==> config.mk <==
export PLATFORM = sky130hd
export DESIGN_NAME = mcpu_ifetch
export DESIGN_NICKNAME = d
export VERILOG_FILES = /design/src/rtl/mcpu_ifetch.sv
export SDC_FILE = /design/constraint.sdc
export NUM_CORES = 1
export LEC_CHECK = 0
export CORE_UTILIZATION = 29
export CTS_CLUSTER_DIAMETER = 200
export DETAILED_ROUTE_END_ITERATION = 10
export SETUP_SLACK_MARGIN = 0.02
export SLEW_MARGIN = 10
export SYNTH_ARGS = -nofsm -noshare
export SYNTH_HDL_FRONTEND = slang
export SYNTH_SLANG_ARGS = --single-unit
==> constraint.sdc <==
create_clock -name clk -period 3 [get_ports clk]
set_clock_uncertainty 0.1 [all_clocks]
set_input_delay 0.3 -clock clk [delete_from_list [all_inputs] [get_ports clk]]
set_output_delay 0.3 -clock clk [all_outputs]
set_load 0.05 [all_outputs]
==> src/rtl/mcpu_ifetch.sv <==
// rtl/mcpu_ifetch.sv - dual-port ROM prefetch into a byte FIFO feeding decode
// Optional feature macro: MCPU_IFETCH_STALL_CNT_EN (adds stall_cnt/jump_cnt outputs)
module mcpu_ifetch #(
    parameter int IROM_ADDR_BITS = 14,
    parameter int FIFO_DEPTH     = 8
) (
    input  logic                      clk,
    input  logic                      reset,
    output logic [IROM_ADDR_BITS-1:0] irom_addr0,
    output logic [IROM_ADDR_BITS-1:0] irom_addr1,
    input  logic [7:0]                irom_out0,
    input  logic [7:0]                irom_out1,
    output logic [7:0]                op_byte,
    output logic [7:0]                arg_byte,
    output logic                      op_valid,
    output logic                      arg_valid,
    output logic [IROM_ADDR_BITS-1:0] op_addr,
    input  logic                      take,
    input  logic                      take_len,
    input  logic                      jump_en,
    input  logic [IROM_ADDR_BITS-1:0] jump_addr,
`ifdef MCPU_IFETCH_STALL_CNT_EN
    output logic [15:0]               stall_cnt,
    output logic [15:0]               jump_cnt,
`endif
    output logic [1:0]                state
);

    localparam int PW = $clog2(FIFO_DEPTH);
    localparam int CW = PW + 1;

    typedef enum logic [1:0] {
        ST_REFILL = 2'd0,
        ST_RUN    = 2'd1
    } state_t;

    state_t                      state_q;
    logic [IROM_ADDR_BITS-1:0]   fetch_pc;
    logic [7:0]                  mem [FIFO_DEPTH];
    logic [PW-1:0]               rd_ptr;
    logic [PW-1:0]               wr_ptr;
    logic [PW-1:0]               rd_ptr_p1;
    logic [PW-1:0]               wr_ptr_p1;
    logic [CW-1:0]               count;
    logic [CW-1:0]               free;
    logic [CW-1:0]               push_n;
    logic [CW-1:0]               pop_n;
    logic [CW-1:0]               count_next;
    logic                        pop_ok;

    assign irom_addr0 = fetch_pc;
    assign irom_addr1 = fetch_pc + IROM_ADDR_BITS'(1);
    assign rd_ptr_p1  = rd_ptr + PW'(1);
    assign wr_ptr_p1  = wr_ptr + PW'(1);
    assign op_byte    = mem[rd_ptr];
    assign arg_byte   = mem[rd_ptr_p1];
    assign op_valid   = (count != '0);
    assign arg_valid  = (count >= CW'(2));
    assign state      = state_q;

    // Push amount depends only on start-of-cycle occupancy, so a pop never makes room for this cycle's push.
    always_comb begin
        free       = CW'(FIFO_DEPTH) - count;
        push_n     = '0;
        if (free >= CW'(2)) begin
            push_n = CW'(2);
        end else if (free == CW'(1)) begin
            push_n = CW'(1);
        end
        pop_ok     = take && (take_len ? arg_valid : op_valid);
        pop_n      = pop_ok ? (take_len ? CW'(2) : CW'(1)) : '0;
        count_next = count + push_n - pop_n;
    end

    always_ff @(posedge clk) begin
        if (reset) begin
            fetch_pc <= '0;
            op_addr  <= '0;
            count    <= '0;
            rd_ptr   <= '0;
            wr_ptr   <= '0;
            state_q  <= ST_REFILL;
            for (int i = 0; i < FIFO_DEPTH; i++) begin
                mem[i] <= 8'h00;
            end
        end else if (jump_en) begin
            fetch_pc <= jump_addr;
            op_addr  <= jump_addr;
            count    <= '0;
            rd_ptr   <= '0;
            wr_ptr   <= '0;
            state_q  <= ST_REFILL;
        end else begin
            if (push_n != '0) begin
                mem[wr_ptr] <= irom_out0;
            end
            if (push_n == CW'(2)) begin
                mem[wr_ptr_p1] <= irom_out1;
            end
            wr_ptr   <= wr_ptr + push_n[PW-1:0];
            rd_ptr   <= rd_ptr + pop_n[PW-1:0];
            fetch_pc <= fetch_pc + IROM_ADDR_BITS'(push_n);
            op_addr  <= op_addr + IROM_ADDR_BITS'(pop_n);
            count    <= count_next;
            case (state_q)
                ST_REFILL: state_q <= (count_next >= CW'(2)) ? ST_RUN : ST_REFILL;
                ST_RUN:    state_q <= (count_next <  CW'(2)) ? ST_REFILL : ST_RUN;
                default:   state_q <= ST_REFILL;
            endcase
        end
    end

`ifdef MCPU_IFETCH_STALL_CNT_EN
    // Stall is judged on legality alone, so it is counted even when a jump discards the cycle.
    always_ff @(posedge clk) begin
        if (reset) begin
            stall_cnt <= '0;
            jump_cnt  <= '0;
        end else begin
            if (take && !pop_ok && (stall_cnt != 16'hFFFF)) begin
                stall_cnt <= stall_cnt + 16'd1;
            end
            if (jump_en && (jump_cnt != 16'hFFFF)) begin
                jump_cnt <= jump_cnt + 16'd1;
            end
        end
    end
`endif

endmodule
# == Word level (Yosys, flattened, before mapping) ==
# Memories as Yosys holds them, arrays and structs flattened. A register that Yosys moved wholly into a read port is not among the register bits.
# Index checks and enable logic that the tools add are counted.
# totals
elab_cells,58
n_memories,1
reg_bits,40
latchBits,0
mem_bits_rw,64
out_inout_bits,62
rom_bits,0
# op_classes
eq_ne,3
reduce_logical,7
div_mod_pow,0
magnitude_cmp,4
mux,27
n_bitwise,0
multipliers,0
addsub,10
n_shift,0
# mem_list
memory,depth,word_bits,rd,rd_ports_with_merged_regs,wr,line,text
mem,8,8,2,1,8,39,logic [7:0] mem [FIFO_DEPTH];
# op_table
cell,n
$mux W14,2
$mux W1,16
$mux W8,2
$reduce_or A8 Y1,2
$add A14 B1 Y14 const B,1
$add A14 B2 Y14,1
$add A14 B4 Y14,1
$ge A4 B2 Y1 const B,3
$mux W3,3
$reduce_bool A4 Y1,2
$add A3 B1 Y3 const B,2
$mux W2,3
$add A4 B4 Y4,1
$eq A4 B1 Y1 const B,1
$eq A4 B2 Y1 const B,1
$lt A4 B2 Y1 const B,1
$sub A4 B2 Y4,1
$sub A4 B4 Y4 const A,1
$add A3 B2 Y3,1
$add A3 B3 Y3,1
$eq A2 B1 Y1 const B,1
$logic_not A2 Y1,1
$pmux W1 S2,1
$reduce_or A2 Y1,1
$logic_and A1 B1 Y1,1

# == Logic depth before layout (Yosys ltp) ==
# Gate-level depths: netlist (run 1).
# depth
ltp_word,11
depth_mapped,15
ltp_nobuf,13

# == Worst setup path before layout (run 1) ==
# Ideal clock, no wire load.
# synth_path
kind,register to register
startpoint,register count[1]
endpoint,register state_q[0] (netlist: state[0])
stages_incl_launch_ff,14
arrival_ns,2.913
synth_period_minus_slack_ns,3.143
path_slack_ns,-0.143
path_cell_list,dfxtp_1 -> inv_1 -> ha_1 -> a211oi_1 -> o21a_1 -> buf_2 -> buf_2 -> nand2_1 -> fa_1 -> ha_1 -> a21o_1 -> a21oi_1 -> xnor2_1 -> a31oi_1
# synth_between
elab_chain_len,9
# synth_lines
element,line,text
from (decl),44,logic [CW-1:0] count;
from (signal assigned),104,count <= count_next;
"parallel branches: the longest is 5 deep, another holds $sub A4 B4 Y4",-,
$sub A4 B2 Y4 (*),72,count_next = count + push_n - pop_n;
$lt A4 B2 Y1 / $ge A4 B2 Y1 (equally long branches),"107, 106",
"$mux W1, on equally long branches","107, 106",
$pmux W1 S2 (*),105,case (state_q)
to (signal assigned),106,ST_REFILL: state_q <= (count_next >= CW'(2)) ? ST_RUN : ST_REFILL;
to (signal assigned),107,ST_RUN: state_q <= (count_next < CW'(2)) ? ST_REFILL : ST_RUN;
to (decl),37,state_t state_q;
# Mark *: on every way between the ends.
# A chain may end at the register's enable or synchronous reset.

# == Final worst setup path (run 1) ==
# Same ends and word-level chain as after synthesis.

==> results of run 1 <==
[registers in the layout, indices dropped and copies added (netlist names)]
register,flops
state,1
irom_addr0,14
count,4
mem,64
wr_ptr,3
rd_ptr,3
op_addr,14
[critical path, stage by stage, from the launching register on]
cell     delay (ps)
dfxtp_4         370
or4_1           530
and2_1          200
nand2_4         120
fa_2            470
ha_1            310
a21o_1          170
a21oi_2         140
xnor2_1         160
a31oi_1         140
[final cells by class]
class | count | area share
Clock inverter | 6 | 0.01150
Clock buffer | 10 | 0.02883
Inverter | 28 | 0.01323
Tap cell | 275 | 0.04333
Multi-Input combinational cell | 353 | 0.4145
Timing Repair Buffer | 130 | 0.1475
Sequential cell | 103 | 0.3411
[cells in the final DEF, fill, tap and decap left out, drive strengths merged, types with 8 or more instances in the layout]
cell type	n
a211o	8
nand3	13
nand4	9
xnor2	30
mux4	32
a21boi	18
buf	54
nor2b	11
xor2	12
dfxtp	39
a22o	32
a21oi	29
clkbuf	10
ha	17
mux2	16
edfxtp	64
nand2	21
a32o	32
nor2	19
clkdlybuf4s50	74
inv	29
nor4	9
[final timing paths]
kind	from	end	slack, ps	depth (start not counted)
worst max-delay path	count[1]	state[0]	150	9
worst min-delay path	jump_addr[0]	op_addr[0]	430	3
worst max register to register	count[1]	state[0]	150	9
worst min register to register	op_addr[13]	op_addr[13]	500	2
[per-stage QoR]
step           worst slack [ps]  cell area, sq um    util
2_1_floorplan             35.12              6272       -
4_1_cts                   33.07              7891  0.3742
3_5_place_dp              60.65              7571  0.3590
3_3_place_gp              176.1              7571  0.3590
5_1_grt                  -12.20              7941  0.3766
6_report                  153.2              7941  0.3766
[power by group]
group | internal, mW | switching (mW) | total [mW] | leakage, nW
registers | 1.69 | 0.130 | 1.82 | 0.989
clock network | 0.734 | 0.533 | 1.27 | 0.164
logic | 0.898 | 1.46 | 2.36 | 1.73
total | 3.32 | 2.12 | 5.45 | 2.88
[Yosys cell counts, drive strengths merged (2+ instances only)]
cell,n
clkbuf,20
edfxtp,64
nor2b,11
fa,6
a21oi,29
mux2,16
or2,2
xnor2,30
nor2,19
nand4,9
inv,28
and3b,2
a21boi,18
dfxtp,39
a2111oi,2
a32o,32
buf,24
nand2,21
nand2b,2
nand3b,2
nand3,13
and2,6
mux4,32
a211o,8
o21ai,4
nor3,7
o21a,2
ha,17
xor2,12
a22o,32
nor4,9
[per-layer routing]
| metal | wire length (um) | track usage |
|---|---|---|
| met5 | 0 | 0 |
| met4 | 382 | 0.04490 |
| met3 | 1647 | 0.04740 |
| met2 | 8390 | 0.2744 |
| met1 | 7802 | 0.2158 |
[kinds of logic after synthesis]
family | count (synthesis) | synth area share
DFF | 103 | 0.4315
AOI/OAI and AO/OA | 130 | 0.1720
xor gates and xnor gates | 42 | 0.05873
other | 1 | 0.0005987
adders and majority gates | 23 | 0.05314
buffers and inverters | 72 | 0.04874
muxes | 49 | 0.1454
and+or+nand+nor | 108 | 0.08989
[what timing repair did]
action | in CTS | in global routing
gates resized for setup | 0 | 12
endpoints found under the hold margin | 0 | 0
setup endpoints to repair | 0 | 9
buffers inserted | 0 | 1
hold buffers | 0 | 0
==> results.tsv, run 1 <==
metric	value	unit
status	finished, final reports clean	
diodes	0	
synth_seq_cells	103	
numCtsBuffers	9	
synth_edf_count	64	
core-area	21090	sq um
die_h	149.0	um
tightestPinTransition	616.3	ps
initial_utilization	0.2970	
hold_class	in -> reg	
grt_overflow_total	0	
multi_input_area	3292	sq um
synth_top_cell_by_area	edfxtp_1	
path_clk_slew	70	ps
cts_tree	yes	
drtPass1Iterations	6	
worstSkewPairLatency	360	ps
routed_wl	18220	um
max_cap_viol_count	0	
drtIter0Drc	346	
area.sequential	2709	sq um
powerDensity	686.0	nW/um^2
die_w	149.0	um
yosys_most_used_dff	edfxtp_1	
final_antenna_net_count	0	
ir_drop	1031	uV
slew_headroom	0.5887	
syn_nets	586	
antenna_found_initial	0	
finalCritPeriodShare	0.9489	
grt_pass1_vias	5036	
cp-end-kind	register	
avgRoutedWirePerCell	20.13	um
dp_hpwl	12930	um
crit_arrival	2970	ps
clock_sinks	103	
dp.cells	888	
setup_violations	0	
startpoint_type	register	
globalplace.congestion	0.8251	
grt_max_degree	34	
num_vias	4925	
portBuffers	95	
period_needed	2847	ps
drive_gt1_frac	0.2159	
nFillCells	2017	
synth_top_area_share	0.3068	
final_cells	905	
ys_types	45	
synthTopCellsByArea	edfxtp_1, dfxtp_1, mux4_2	
nets	683	
syn_area	6264	sq um
io_pins	97	
max_freq	351.3	MHz
drv_slew	0	
crit_required	3130	ps
whs	427.9	ps
rows	53	
cts_root_buf	clkbuf_16	
area_growth	26.79	%
p_leak	2.883	nW
worst-path-max-fanout	7	
grt_pass1_wl	27990	um
yosysWarnings	0	
htree_levels	3	
ys_async_sr_fraction	0	
grt.total_usage	0.1676	
tns	0	ps
vias_per_cell	5.442	
drc	0	
die_area	22190	sq um
seq_area_frac_synth	0.4315	
finalHoldViolations	0	
syn_inst	528	
cts_buffer_depth	2	
avgSynthCellArea	11.86	sq um
power	5.448	mW
crit_type	reg -> reg	
Note: power is estimated with default switching activity, not from simulation.
==> run 2, diff against run 1 <==
SLEW_MARGIN = 20   (was 10)
==> results of run 2 <==
The final DEF is identical to that of run 1; final timing and power are the same.
